$ cat config.mk
export PLATFORM = sky130hd
export DESIGN_NAME = seven_seg_scanner_flat
export DESIGN_NICKNAME = d
export VERILOG_FILES = /design/src/rtl/seven_seg_if.sv /design/src/rtl/seven_seg_scanner.sv /design/src/flat_wrapper.sv
export SDC_FILE = /design/constraint.sdc
export NUM_CORES = 1
export LEC_CHECK = 0
export CAP_MARGIN = 20
export CORE_MARGIN = 3
export CORE_UTILIZATION = 30
export DETAILED_ROUTE_END_ITERATION = 10
export GPL_TIMING_DRIVEN = 1
export MAX_ROUTING_LAYER = met4
export PLACE_DENSITY = 0.49
export SLEW_MARGIN = 10
export SYNTH_ARGS = -nofsm -noshare
export SYNTH_HDL_FRONTEND = slang
export SYNTH_SLANG_ARGS = --single-unit
$ cat constraint.sdc
create_clock -name clk -period 4.45 [get_ports clk]
set_input_delay 0.445 -clock clk [delete_from_list [all_inputs] [get_ports clk]]
set_output_delay 0.445 -clock clk [all_outputs]
set_load 0.01 [all_outputs]
$ cat src/rtl/seven_seg_if.sv
// Host-side bundle for the seven-segment scanner: digit data/controls in, pin drive out.
interface seven_seg_if #(
  parameter int unsigned DIGITS = 4
);
  logic [4*DIGITS-1:0] value;
  logic [DIGITS-1:0]   dp_mask;
  logic                load;
  logic                enable;
  logic                lz_suppress;
  logic [7:0]          seg;
  logic [DIGITS-1:0]   an;
  logic                frame_tick;

  modport master (
    output value, dp_mask, load, enable, lz_suppress,
    input  seg, an, frame_tick
  );

  modport slave (
    input  value, dp_mask, load, enable, lz_suppress,
    output seg, an, frame_tick
  );
endinterface

$ cat src/rtl/seven_seg_scanner.sv
// Multiplexed 7-segment driver: tear-free frame-boundary commit, per-slot blanking,
// optional leading-zero suppression; all pin outputs are registered.
module seven_seg_scanner #(
  parameter int unsigned DIGITS       = 4,
  parameter int unsigned REFRESH_DIV  = 50000,
  parameter int unsigned BLANK_CYCLES = 500
) (
  input  logic       clk,
  input  logic       rst,
  seven_seg_if.slave bus
);

  localparam int unsigned CW = (REFRESH_DIV > 1) ? $clog2(REFRESH_DIV) : 1;
  localparam int unsigned IW = (DIGITS > 1) ? $clog2(DIGITS) : 1;
  localparam int unsigned VW = 4 * DIGITS;

  if (DIGITS < 1 || DIGITS > 8) begin : g_bad_digits
    $error("seven_seg_scanner: DIGITS must be in 1..8");
  end
  if (REFRESH_DIV < 2) begin : g_bad_div
    $error("seven_seg_scanner: REFRESH_DIV must be >= 2");
  end
  if (BLANK_CYCLES >= REFRESH_DIV) begin : g_bad_blank
    $error("seven_seg_scanner: BLANK_CYCLES must be < REFRESH_DIV");
  end

  // Team digit decoder: {a,b,c,d,e,f,g,dp}, dp left clear; non-BCD codes go dark.
  function automatic logic [7:0] decode(input logic [3:0] d);
    case (d)
      4'd0:    decode = 8'hFC;
      4'd1:    decode = 8'h60;
      4'd2:    decode = 8'hDA;
      4'd3:    decode = 8'hF2;
      4'd4:    decode = 8'h66;
      4'd5:    decode = 8'hB6;
      4'd6:    decode = 8'hBE;
      4'd7:    decode = 8'hE0;
      4'd8:    decode = 8'hFE;
      4'd9:    decode = 8'hE6;
      default: decode = 8'h00;
    endcase
  endfunction

  logic [CW-1:0]     cnt_q, cnt_d;
  logic [IW-1:0]     idx_q, idx_d;
  logic [VW-1:0]     pend_val_q, pend_val_d;
  logic [DIGITS-1:0] pend_dp_q, pend_dp_d;
  logic [VW-1:0]     disp_val_q, disp_val_d;
  logic [DIGITS-1:0] disp_dp_q, disp_dp_d;
  logic [7:0]        seg_d;
  logic [DIGITS-1:0] an_d;
  logic              tick_d;

  logic              slot_end_c;
  logic              last_digit_c;
  logic              commit_c;
  logic              blank_c;
  logic [3:0]        digit_c;
  logic [DIGITS-1:0] lead_zero_c;

  assign slot_end_c   = (cnt_q == CW'(REFRESH_DIV - 1));
  assign last_digit_c = (idx_q == IW'(DIGITS - 1));
  assign commit_c     = slot_end_c && last_digit_c;
  assign blank_c      = (32'(cnt_q) < BLANK_CYCLES);
  assign digit_c      = disp_val_q[4*idx_q +: 4];

  // Digit i is a leading zero when it and everything above it are zero; digit 0 always shows.
  always_comb begin
    lead_zero_c = '0;
    for (int i = 1; i < int'(DIGITS); i++) begin
      lead_zero_c[i] = ((disp_val_q >> (4 * i)) == '0);
    end
  end

  always_comb begin
    cnt_d      = cnt_q + CW'(1);
    idx_d      = idx_q;
    pend_val_d = pend_val_q;
    pend_dp_d  = pend_dp_q;
    disp_val_d = disp_val_q;
    disp_dp_d  = disp_dp_q;
    seg_d      = 8'h00;
    an_d       = '1;
    tick_d     = 1'b0;

    if (slot_end_c) begin
      cnt_d = '0;
      idx_d = last_digit_c ? '0 : idx_q + IW'(1);
    end

    // Commit reads the pending value from before this edge, so a colliding load waits a frame.
    if (commit_c) begin
      disp_val_d = pend_val_q;
      disp_dp_d  = pend_dp_q;
      tick_d     = 1'b1;
    end

    if (bus.load) begin
      pend_val_d = bus.value;
      pend_dp_d  = bus.dp_mask;
    end

    if (bus.enable && !blank_c) begin
      an_d  = ~(DIGITS'(1) << idx_q);
      seg_d = (bus.lz_suppress && lead_zero_c[idx_q]) ? 8'h00 : decode(digit_c);
      seg_d[0] = seg_d[0] | disp_dp_q[idx_q];
    end
  end

  always_ff @(posedge clk) begin
    if (rst) begin
      cnt_q          <= '0;
      idx_q          <= '0;
      pend_val_q     <= '0;
      pend_dp_q      <= '0;
      disp_val_q     <= '0;
      disp_dp_q      <= '0;
      bus.seg        <= 8'h00;
      bus.an         <= '1;
      bus.frame_tick <= 1'b0;
    end else begin
      cnt_q          <= cnt_d;
      idx_q          <= idx_d;
      pend_val_q     <= pend_val_d;
      pend_dp_q      <= pend_dp_d;
      disp_val_q     <= disp_val_d;
      disp_dp_q      <= disp_dp_d;
      bus.seg        <= seg_d;
      bus.an         <= an_d;
      bus.frame_tick <= tick_d;
    end
  end

endmodule

$ cat src/flat_wrapper.sv
// flat-port wrapper written by rule: the top's interface ports become plain ports
module seven_seg_scanner_flat 
#(
  parameter int unsigned DIGITS       = 4,
  parameter int unsigned REFRESH_DIV  = 50000,
  parameter int unsigned BLANK_CYCLES = 500
)
  (clk, rst, bus_value, bus_dp_mask, bus_load, bus_enable, bus_lz_suppress, bus_seg, bus_an, bus_frame_tick);
  seven_seg_if #(.DIGITS(DIGITS)) bus_i ();
  input  logic clk;
  input  logic rst;
  input wire logic [$bits(bus_i.value)-1:0] bus_value;
  input wire logic [$bits(bus_i.dp_mask)-1:0] bus_dp_mask;
  input wire logic [$bits(bus_i.load)-1:0] bus_load;
  input wire logic [$bits(bus_i.enable)-1:0] bus_enable;
  input wire logic [$bits(bus_i.lz_suppress)-1:0] bus_lz_suppress;
  output wire logic [$bits(bus_i.seg)-1:0] bus_seg;
  output wire logic [$bits(bus_i.an)-1:0] bus_an;
  output wire logic [$bits(bus_i.frame_tick)-1:0] bus_frame_tick;
  assign bus_i.value = bus_value;
  assign bus_i.dp_mask = bus_dp_mask;
  assign bus_i.load = bus_load;
  assign bus_i.enable = bus_enable;
  assign bus_i.lz_suppress = bus_lz_suppress;
  assign bus_seg = bus_i.seg;
  assign bus_an = bus_i.an;
  assign bus_frame_tick = bus_i.frame_tick;
  seven_seg_scanner #(.DIGITS(DIGITS), .REFRESH_DIV(REFRESH_DIV), .BLANK_CYCLES(BLANK_CYCLES)) u_core (.clk(clk), .rst(rst), .bus(bus_i));
endmodule
* Word-level counts from Yosys, hierarchy flattened
Memory sizes are Yosys's and may differ from the RTL's. A register that Yosys moved wholly into a read port is not among the register bits. Cells that the tools add are included.
Operators by class: bitwise operators 3, add/subtract/negate cells 2, magnitude comparators 2, reductions and logical operators 10, equal/unequal tests 2, shifts and indexed selects 2, multiplexer cells 8
Operator list (count):
- 16-bit logical NOT | 3
- 16-bit by 1-bit adder with 16-bit output (second input constant) | 1
- 16-bit equality test (second input constant) | 1
- 16-bit by 9-bit less-than comparator with 1-bit output (second input constant) | 1
- 16-bit by 5-bit indexed part select with 4-bit output | 1
- 8-bit 2-to-1 mux | 1
- 1-bit binary-select mux with 2-bit select | 2
- 1-bit 2-to-1 mux | 4
- 4-bit inverter | 1
- 2-bit OR reduction | 2
- 1-bit by 2-bit left shift with 4-bit output (first input constant) | 1
- 1-bit logical AND | 3
- 2-bit by 3-bit less-than comparator with 1-bit output (second input constant) | 1
- 3-bit OR reduction | 1
- 2-bit by 1-bit adder with 2-bit output (second input constant) | 1
- 2-bit equality test (second input constant) | 1
- 2-bit 2-to-1 mux | 1
- 1-bit logical NOT | 1
- 1-bit inverter | 1
- 1-bit bitwise OR | 1
Storage, ports and cells: output and inout port bits 13, bits in read-only memories 112, input bits 25, word-level logic and storage cells 39, register bits 64, memories kept 1
Memories:
- (no name shown) | words 16, bits a word 7, rd ports 1, clocked after Yosys merged registers in 1, wr ports 0, line seven_seg_scanner.sv:29 | case (d)

* Depth between registers and ports, before layout
Gate-level depths: netlist of the first run.
word-level depth 6, depth in mapped cells 8

* Worst setup path before layout of the first run
Ideal clock, no wire load.
path kind flip-flop to flip-flop, from register u_core.idx_q[0], to register u_core.bus.seg[2], required time 4.364 ns, path buffers 1, arrival 2.000 ns, slack 2.364 ns, cell stages (with the launch flop) 9, path through dfxtp_1 -> buf_6 -> mux4_1 -> inv_1 -> ha_1 -> inv_1 -> mux2_4 -> o22a_1 -> a211oi_1
On the way: cells in the longest elaborated chain, start to end 4, elaborated cells between the ends (all ways) 5, classes of those cells shift: 1; mux: 2; reduce/logical: 2
Ends and longest elaborated chain:
- start, declared | line seven_seg_scanner.sv:45 | logic [IW-1:0] idx_q, idx_d;
- start signal, assigned | line seven_seg_scanner.sv:123 | idx_q <= idx_d;
- 1-bit binary-select mux with 2-bit select | line seven_seg_scanner.sv:105 | seg_d = (bus.lz_suppress && lead_zero_c[idx_q]) ? 8'h00 : decode(digit_c);
- 1-bit 2-to-1 mux (implied by the code) | line seven_seg_scanner.sv:105
- 1-bit logical AND | line seven_seg_scanner.sv:105
- 3-bit OR reduction (no line)
- end, declared | line seven_seg_if.sv:21 | output seg, an, frame_tick
Several ways; a longest one is shown, not always the timed one. The select of a mux whose other input is x is not followed. A chain may end at the register's enable or synchronous reset.

* Worst setup path in the final report of the first run
Same ends and word-level chain as after synthesis.

==> results of run 1 <==
[final timing paths]
kind,endpoint,cells past startpoint
setup / recovery,u_core.bus.seg[2],7
hold / removal,u_core.cnt_q[0],1
setup reg to reg,u_core.bus.seg[2],7
hold reg to reg,u_core.cnt_q[0],1
[synth_stat cells, drive strengths merged]
library cell  instances  area (sq um)
xor2                  1         8.760
ha                   11         137.6
nor4b                 1         8.760
mux4                  5         120.1
mux2                  3         45.04
and3                  1         6.260
nor4bb                1         10.01
and2                  3         18.77
nand4                 3         18.77
or3                   2         12.51
a22o                 20         175.2
o21ai                 2         10.00
mux2i                22         220.2
nand2                 9         33.78
a21oi                 4         20.02
o22a                  5         43.79
o311ai                1         8.760
nand2b                3         18.77
nor3                  5         25.02
and3b                 1         8.760
xnor2                14         122.6
and4b                 1         10.01
nor2                 41         153.9
buf                   5         37.53
nor4                  7         43.79
inv                  11         41.29
nor3b                 1         7.510
clkbuf               11         41.29
nand3b                1         7.510
dfxtp                71          1421
a211oi                7         52.55
and4                  2         17.52
nand3                 4         20.02
[power breakdown]
group | internal [mW] | switching (mW)
Combinational | 0.0336 | 0.0251
Sequential | 0.648 | 0.00867
Clock | 0.266 | 0.262
[layout make-up]
type                    count  area (sq um)  share of cell area, %
clock buffers               9         123.9                  3.422
clock inverters             7         80.08                  2.212
inverters                  11         41.29                  1.141
multi-input cells         181          1391                  38.44
flip-flops and latches     71          1421                  39.27
well taps                 129         161.4                  4.459
repair buffers             40         400.4                  11.06
[per-stage QoR]
stage	hold slack, ns	utilization, %
floorplan	0.4303	-
global placement	0.4494	36.29
detailed placement	0.4565	36.45
CTS	0.4660	38.62
global route	0.4928	38.62
finish	0.4689	38.62
[layer usage]
layer,GRT usage [%],wire (um),vias to the layer above
met2,15.08,2344,40
met1,15.73,3074,949
met3,3.582,263,4
met5,-,0,-
met4,3.655,50,0
li1,-,-,1062
[flip-flops by register name (all words and copies together) (netlist names)]
| name | cells |
|---|---|
| u_core.idx_q | 2 |
| u_core.bus.frame_tick | 1 |
| u_core.bus.an | 4 |
| u_core.bus.seg | 8 |
| u_core.pend_val_q | 16 |
| u_core.cnt_q | 16 |
| u_core.disp_dp_q | 4 |
| u_core.disp_val_q | 16 |
| u_core.pend_dp_q | 4 |
[cells by family (layout without fill, tap and decap cells)]
logic type	Yosys count	in the layout	share of synthesized area, %
adder cells (fa/ha/maj)	11	11	4.701
XOR/XNOR	15	15	4.487
AND/OR/NAND/NOR	86	86	14.40
multiplexers	30	30	13.16
buffers and inverters	27	67	4.102
flip-flops	71	71	48.55
AO/OA/AOI/OAI	39	39	10.60
==> impl_metrics.yaml, run 1 <==
status:
  status: "completed"
layout:
  final_common_cell: "dfxtp_1"
  fin_cells: 448
  mostFrequentLayoutCells: "71 x dfxtp_1, 41 x nor2_1, 37 x clkdlybuf4s50_1"
  areaGrowthSynthToFinish_pct: 23.63
  layout-drive-gt1-share_pct: 8.150
  fin_nets: 350
  n_fill_cell: 966
  n_antenna_cell: 0
  postLayoutCellArea_sq_um: 3620
setup_path:
  cp_cell_sequence: "mux4_1, inv_1, ha_1, inv_1, mux2_4, o22a_1, a211oi_1"
  cpPeakStageDelay_ns: 0.67
  reg2reg_from: "u_core.idx_q[0]"
  crit_slowest_cell: "mux4_1"
  r2r_slack_ns: 2.13
  critPathLaunchType: "flip-flop"
  crit_required_ns: 4.71
  worstPathArrival_ns: 2.58
  crit_path_frequent_cell: "inv_1"
  cp_num_buf_inv: 2
  cp_max_fo: 8
  endpoint_kind: "flip-flop"
  criticalPathCategory: "flip-flop to flip-flop"
  crit_path_start: "u_core.idx_q[0]"
  cp_top_family: "multiplexers"
die:
  start_util_pct: 31.24
  die-area_sq_um: 10980
  die_width_um: 104.8
  die_h_um: 104.8
  io_pins: 38
  core_sq_um: 9371
  placementRows: 35
logic_synthesis:
  ys_warn_count: 0
  synth_area_sq_um: 2928
  ys_ff_latch: 71
  synth_cell_types: 37
  seq_area_frac_synth_pct: 48.55
  synthCells: 279
  syn_avg_cell_area_sq_um: 10.49
  synth_nets: 315
placement:
  port_buffers: 37
  globalplace.congestion: 0.7689
  dpl_cell_area_sq_um: 3416
  dp_hpwl_mm: 4.070
  dp_slack_ns: 1.928
  placed_cells: 432
cts:
  clock_path_buffers: 2
  postCtsHoldBufs: 0
  insertion_delay_ns: 0.34
  cts_max_level: 3
  cts_resized: 0
  clock_sinks: 71
  cts_tree: "done"
  clk_pin_slew_ns: 0.08
  clockRootBuffer: "clkbuf_8"
  numCtsBuffers: 9
  cts_setup_buffers: 0
sta:
  finalSetupViolations: 0
  fin_setup_tns_ns: 0
  worstMarginPinSlew_ns: 0.9558
  finalHoldViolations: 0
  max_clock_freq_mhz: 430.8
  slew_headroom_pct: 36.08
  setup_ws_ns: 2.129
  min_period_over_period_pct: 52.17
  fin_skew_ns: 0.01194
  drv_slew: 0
  rsz0062_at_grt: "no"
  period_minus_slack_ns: 2.322
power_and_ir_drop:
  irDropWorstVdd_v: 0.0001301
  leakagePower_nw: 1.351
  power_mw: 1.243
  power_density_nw_per_um2: 343.4
routing:
  routed_wl_mm: 5.733
  drt_iter0_drc: 81
  ant_nets: 0
  vias: 2055
  dr.pass1.iters: 4
  remaining_drc_errors: 0
  vias_per_cell: 4.587
  wire_per_inst_um: 12.80
worst_hold_path:
  holdCritPathClass: "flip-flop to flip-flop"
  min_from: "u_core.cnt_q[0]"
grt:
  grt_overflow: 0
  grt_antenna_before_repair: 0
  grt_max_degree: 27
  grt_use_total_pct: 11.19
  grt_pass1_vias: 1944
  grt_pass1_wl_mm: 9.625
flow_run:
  drv_cap: 0
Note: power is estimated with default switching activity, not from simulation.
==> inputs of run 2 (changes only) <==
==> constraint.sdc (replaced) <==
create_clock -name clk -period 2.4 [get_ports clk]
set_input_delay 0.24 -clock clk [delete_from_list [all_inputs] [get_ports clk]]
set_output_delay 0.24 -clock clk [all_outputs]
set_load 0.01 [all_outputs]
==> run 2 against run 1 <==
- sequential power grew 86%
- register-to-register slack got worse by 1.9 ns
- cell count is 1.1% higher
- core utilization grew 0.85 points
- clock-buffer cell count rose by 1
- clock skew decreased by 0.0013 ns
- highest routed layer unchanged
==> impl_metrics.yaml, run 2 (same netlist as run 1, synthesis figures left out) <==
status:
  status: "completed"
routing:
  drt_iter0_drc: 88
  ant_nets: 0
  remaining_drc_errors: 0
  dr.pass1.iters: 4
  routed_wl_mm: 5.800
  wire_per_inst_um: 12.80
  vias: 2054
  vias_per_cell: 4.534
die:
  die-area_sq_um: 10980
  core_sq_um: 9371
  placementRows: 35
  start_util_pct: 31.24
  io_pins: 38
  die_h_um: 104.8
  die_width_um: 104.8
layout:
  areaGrowthSynthToFinish_pct: 26.37
  reg_top3: "u_core.cnt_q: 16 flops, u_core.disp_val_q: 16 flops, u_core.pend_val_q: 16 flops"
  multi_input_area_sq_um: 1391
  mostFrequentLayoutCells: "70 x dfxtp_1, 41 x nor2_1, 37 x clkdlybuf4s50_1"
  n_fill_cell: 956
  fin_nets: 355
  n_antenna_cell: 0
  layout-drive-gt1-share_pct: 9.877
  final_common_cell: "dfxtp_1"
  seq_area_sq_um: 1423
setup_path:
  crit_slowest_cell: "mux4_1"
  worstPathArrival_ns: 2.42
  critPathLaunchType: "flip-flop"
  cpPeakStageDelay_ns: 0.65
  cp_cell_sequence: "mux4_1, inv_1, ha_1, inv_1, mux2_4, o22a_1, a211oi_1"
  cp_num_buf_inv: 2
  criticalPathCategory: "flip-flop to flip-flop"
  cp_max_fo: 5
  crit_required_ns: 2.65
  endpoint_kind: "flip-flop"
  crit_path_frequent_cell: "inv_1"
  cp_top_family: "multiplexers"
sta:
  max_clock_freq_mhz: 461.6
  slew_headroom_pct: 64.17
  rsz0062_at_grt: "no"
  drv_slew: 0
  fin_skew_ns: 0.01064
  setup_ws_ns: 0.2335
  worstMarginPinSlew_ns: 0.5326
  min_period_over_period_pct: 90.27
  finalHoldViolations: 0
  period_minus_slack_ns: 2.166
  fin_setup_tns_ns: 0
  finalSetupViolations: 0
cts:
  cts_max_level: 3
  clock_sinks: 71
  cts_setup_buffers: 0
  clk_pin_slew_ns: 0.08
  clockRootBuffer: "clkbuf_8"
  cts_tree: "done"
  insertion_delay_ns: 0.34
  clock_path_buffers: 2
  numCtsBuffers: 9
placement:
  globalplace.congestion: 0.7498
  dp_slack_ns: 0.1412
  port_buffers: 37
  dp_hpwl_mm: 4.133
grt:
  grt_antenna_before_repair: 0
  grt_overflow: 0
  grt_use_total_pct: 11.33
  grt_pass1_wl_mm: 9.784
  grt_max_degree: 22
  grt_pass1_vias: 1990
power_and_ir_drop:
  leakagePower_nw: 1.401
  irDropWorstVdd_v: 0.0002607
  power_density_nw_per_um2: 682.0
worst_hold_path:
  holdCritPathClass: "flip-flop to flip-flop"
flow_run:
  drv_cap: 0
## run 2: what timing repair did
action / in CTS / in global routing
hold buffers: 0 / 0
setup endpoints to repair: 0 / 1
gates resized for setup: 0 / 1
## run 2: through the flow
stage / std cells / area (sq um) / total power [mW] / hold slack (ns) / util [%]
6_report: 453 / 3700 / 2.523 / 0.4759 / 39.48
3_3_place_gp: 437 / 3446 / 1.357 / 0.4486 / 36.77
3_5_place_dp: 437 / 3446 / 1.357 / 0.4563 / 36.77
4_1_cts: 453 / 3699 / 2.560 / 0.4740 / 39.47
5_1_grt: 453 / 3700 / 2.621 / 0.4958 / 39.48
2_1_floorplan: 279 / 2928 / 1.298 / 0.3872 / -
## run 2: area by class of cell
class,count,area share (%)
multi-input cells,181,37.61
repair buffers,45,11.63
clock buffers,10,3.720
flip-flops and latches,71,38.45
inverters,11,1.116
well taps,129,4.363
clock inverters,6,3.111
## run 2: report_power, final
| part | internal [mW] | switching, mW |
|---|---|---|
| logic | 0.0631 | 0.0465 |
| registers | 1.20 | 0.0169 |
| clock network | 0.726 | 0.469 |
| total | 1.99 | 0.533 |
## run 2: routing by layer
| metal | routed length (um) | GRT usage (%) | up-vias |
|---|---|---|---|
| li1 | - | - | 1072 |
| met1 | 3169 | 16.06 | 931 |
| met2 | 2292 | 15.26 | 43 |
| met3 | 253 | 2.347 | 8 |
| met4 | 85 | 5.342 | 0 |
| met5 | 0 | - | - |
## run 2: path summary, 6_finish.rpt
kind / startpoint / endpoint / slack [ns] / cells past startpoint
setup / recovery: u_core.idx_q[0] / u_core.bus.seg[4] / 0.23 / 7
hold reg to reg: u_core.pend_val_q[7] / u_core.disp_val_q[7] / 0.48 / 1
hold / removal: u_core.pend_val_q[7] / u_core.disp_val_q[7] / 0.48 / 1
setup reg to reg: u_core.idx_q[0] / u_core.bus.seg[4] / 0.23 / 7
==> inputs of run 3 (changes only) <==
--- a/config.mk
+++ b/config.mk
@@ -6,7 +6,6 @@
 export NUM_CORES = 1
 export LEC_CHECK = 0
 export CAP_MARGIN = 20
-export CORE_MARGIN = 3
 export CORE_UTILIZATION = 30
 export DETAILED_ROUTE_END_ITERATION = 10
 export GPL_TIMING_DRIVEN = 1
==> constraint.sdc (replaced) <==
create_clock -name clk -period 2.8 [get_ports clk]
set_input_delay 0.28 -clock clk [delete_from_list [all_inputs] [get_ports clk]]
set_output_delay 0.28 -clock clk [all_outputs]
set_load 0.01 [all_outputs]
==> run 3 against run 2 <==
- register-to-register slack improved by 0.44 ns
- power fell by 19%
- combinational power fell by 15%
- critical path depth did not move
- core utilization fell by 0.32 points
- global-route usage rose by 1.8 points
- first-iteration DRC count fell by 25%
- die area fell by 7.5%
- clock skew rose by 0.0018 ns
- final area fell by 1.3%
- routed wire length fell by 0.97%
- critical path type unchanged
==> impl_metrics.yaml, run 3 (same netlist as run 1, synthesis figures left out) <==
routing:
  wire_per_inst_um: 12.74
  dr.pass1.iters: 4
  remaining_drc_errors: 0
  routed_wl_mm: 5.744
  drt_iter0_drc: 66
  vias: 2038
  ant_nets: 0
  vias_per_cell: 4.519
cts:
  postCtsHoldBufs: 0
  cts_resized: 0
  clockRootBuffer: "clkbuf_8"
  clk_pin_slew_ns: 0.07
  cts_max_level: 3
  cts_tree: "done"
  clock_sinks: 71
  cts_setup_buffers: 0
  clock_path_buffers: 2
  insertion_delay_ns: 0.35
  numCtsBuffers: 9
die:
  placementRows: 35
  die-area_sq_um: 10160
  start_util_pct: 31.39
  core_sq_um: 9328
  io_pins: 38
  die_h_um: 100.8
  die_width_um: 100.8
sta:
  max_clock_freq_mhz: 470.8
  slew_headroom_pct: 58.73
  rsz0062_at_grt: "no"
  period_minus_slack_ns: 2.124
  worstMarginPinSlew_ns: 0.6191
  drv_slew: 0
  setup_ws_ns: 0.6759
  min_period_over_period_pct: 75.86
  finalSetupViolations: 0
  finalHoldViolations: 0
  fin_setup_tns_ns: 0
  fin_skew_ns: 0.01246
layout:
  layout-drive-gt1-share_pct: 9.006
  areaGrowthSynthToFinish_pct: 24.74
  final_common_cell: "dfxtp_1"
  reg_top3: "u_core.cnt_q: 16 flops, u_core.disp_val_q: 16 flops, u_core.pend_val_q: 16 flops"
  fin_nets: 353
  n_antenna_cell: 0
  mostFrequentLayoutCells: "71 x dfxtp_1, 41 x nor2_1, 37 x clkdlybuf4s50_1"
setup_path:
  cp_num_buf_inv: 2
  crit_path_frequent_cell: "inv_1"
  cp_num_cells: 7
  cp_max_fo: 4
  crit_slowest_cell: "mux4_1"
  reg2regPathDepth: 7
  cpPeakStageDelay_ns: 0.63
  criticalPathCategory: "flip-flop to flip-flop"
  cp_top_family: "multiplexers"
  endpoint_kind: "flip-flop"
  cp_cell_sequence: "mux4_1, inv_1, ha_1, inv_1, mux2_4, o22a_1, a211oi_1"
  worstPathArrival_ns: 2.38
  critPathLaunchType: "flip-flop"
  crit_required_ns: 3.06
grt:
  grt_use_total_pct: 13.11
  grt_pass1_vias: 1928
  grt_antenna_before_repair: 0
  grt_max_degree: 22
  grt_overflow: 0
  grt_pass1_wl_mm: 9.708
placement:
  dp_slack_ns: 0.6806
  globalplace.congestion: 0.7466
  port_buffers: 37
  dp_hpwl_mm: 4.086
power_and_ir_drop:
  leakagePower_nw: 1.384
  power_density_nw_per_um2: 559.2
  irDropWorstVdd_v: 0.0002129
flow_run:
  drv_cap: 0
status:
  status: "completed"
worst_hold_path:
  min_path_cells: 1
  holdCritPathClass: "flip-flop to flip-flop"
==> run 3: where the power goes <==
group / switching (mW) / internal, mW / total, mW
Clock: 0.384 / 0.523 / 0.906
Combinational: 0.0399 / 0.0531 / 0.0930
Sequential: 0.0132 / 1.03 / 1.04
Total: 0.437 / 1.61 / 2.04
==> run 3: area by class of cell <==
type	instances	area [sq um]
Timing Repair Buffer	43	415.4
Multi-Input combinational cell	181	1391
Clock buffer	10	137.6
Fill cell	928	5675
Inverter	11	41.29
Clock inverter	6	83.83
Tap cell	129	161.4
Sequential cell	71	1421
==> run 3: per-stage QoR <==
| step | cell area (sq um) | std cells | hold WS [ns] | total power, mW | util, % |
|---|---|---|---|---|---|
| after floorplan | 2928 | 279 | 0.4272 | 1.112 | - |
| after global placement | 3431 | 435 | 0.4495 | 1.160 | 36.78 |
| after detailed placement | 3431 | 435 | 0.4555 | 1.162 | 36.78 |
| after CTS | 3652 | 451 | 0.4738 | 2.076 | 39.15 |
| after global routing | 3652 | 451 | 0.4966 | 2.134 | 39.15 |
| final | 3652 | 451 | 0.4694 | 2.042 | 39.15 |
==> run 3: worst register-to-register path, cell delays in order, from the launching register on <==
cell	delay, ns
dfxtp_1	0.40
mux4_1	0.63
inv_1	0.16
ha_1	0.16
inv_1	0.06
mux2_4	0.26
o22a_1	0.17
a211oi_1	0.20
==> run 3: worst paths after layout <==
path                                            from                    to  slack, ns
worst min register to register  u_core.pend_val_q[2]  u_core.disp_val_q[2]       0.47
worst min-delay path            u_core.pend_val_q[2]  u_core.disp_val_q[2]       0.47
worst max-delay path                 u_core.idx_q[0]     u_core.bus.seg[2]       0.68
worst max register to register       u_core.idx_q[0]     u_core.bus.seg[2]       0.68
==> run 3: routing by layer <==
metal	vias to the layer above	GRT usage [%]	wire, um
met4	0	7.023	126
met2	43	17.76	2332
met3	8	3.814	259
li1	1072	-	-
met1	915	17.42	3026
met5	-	-	0
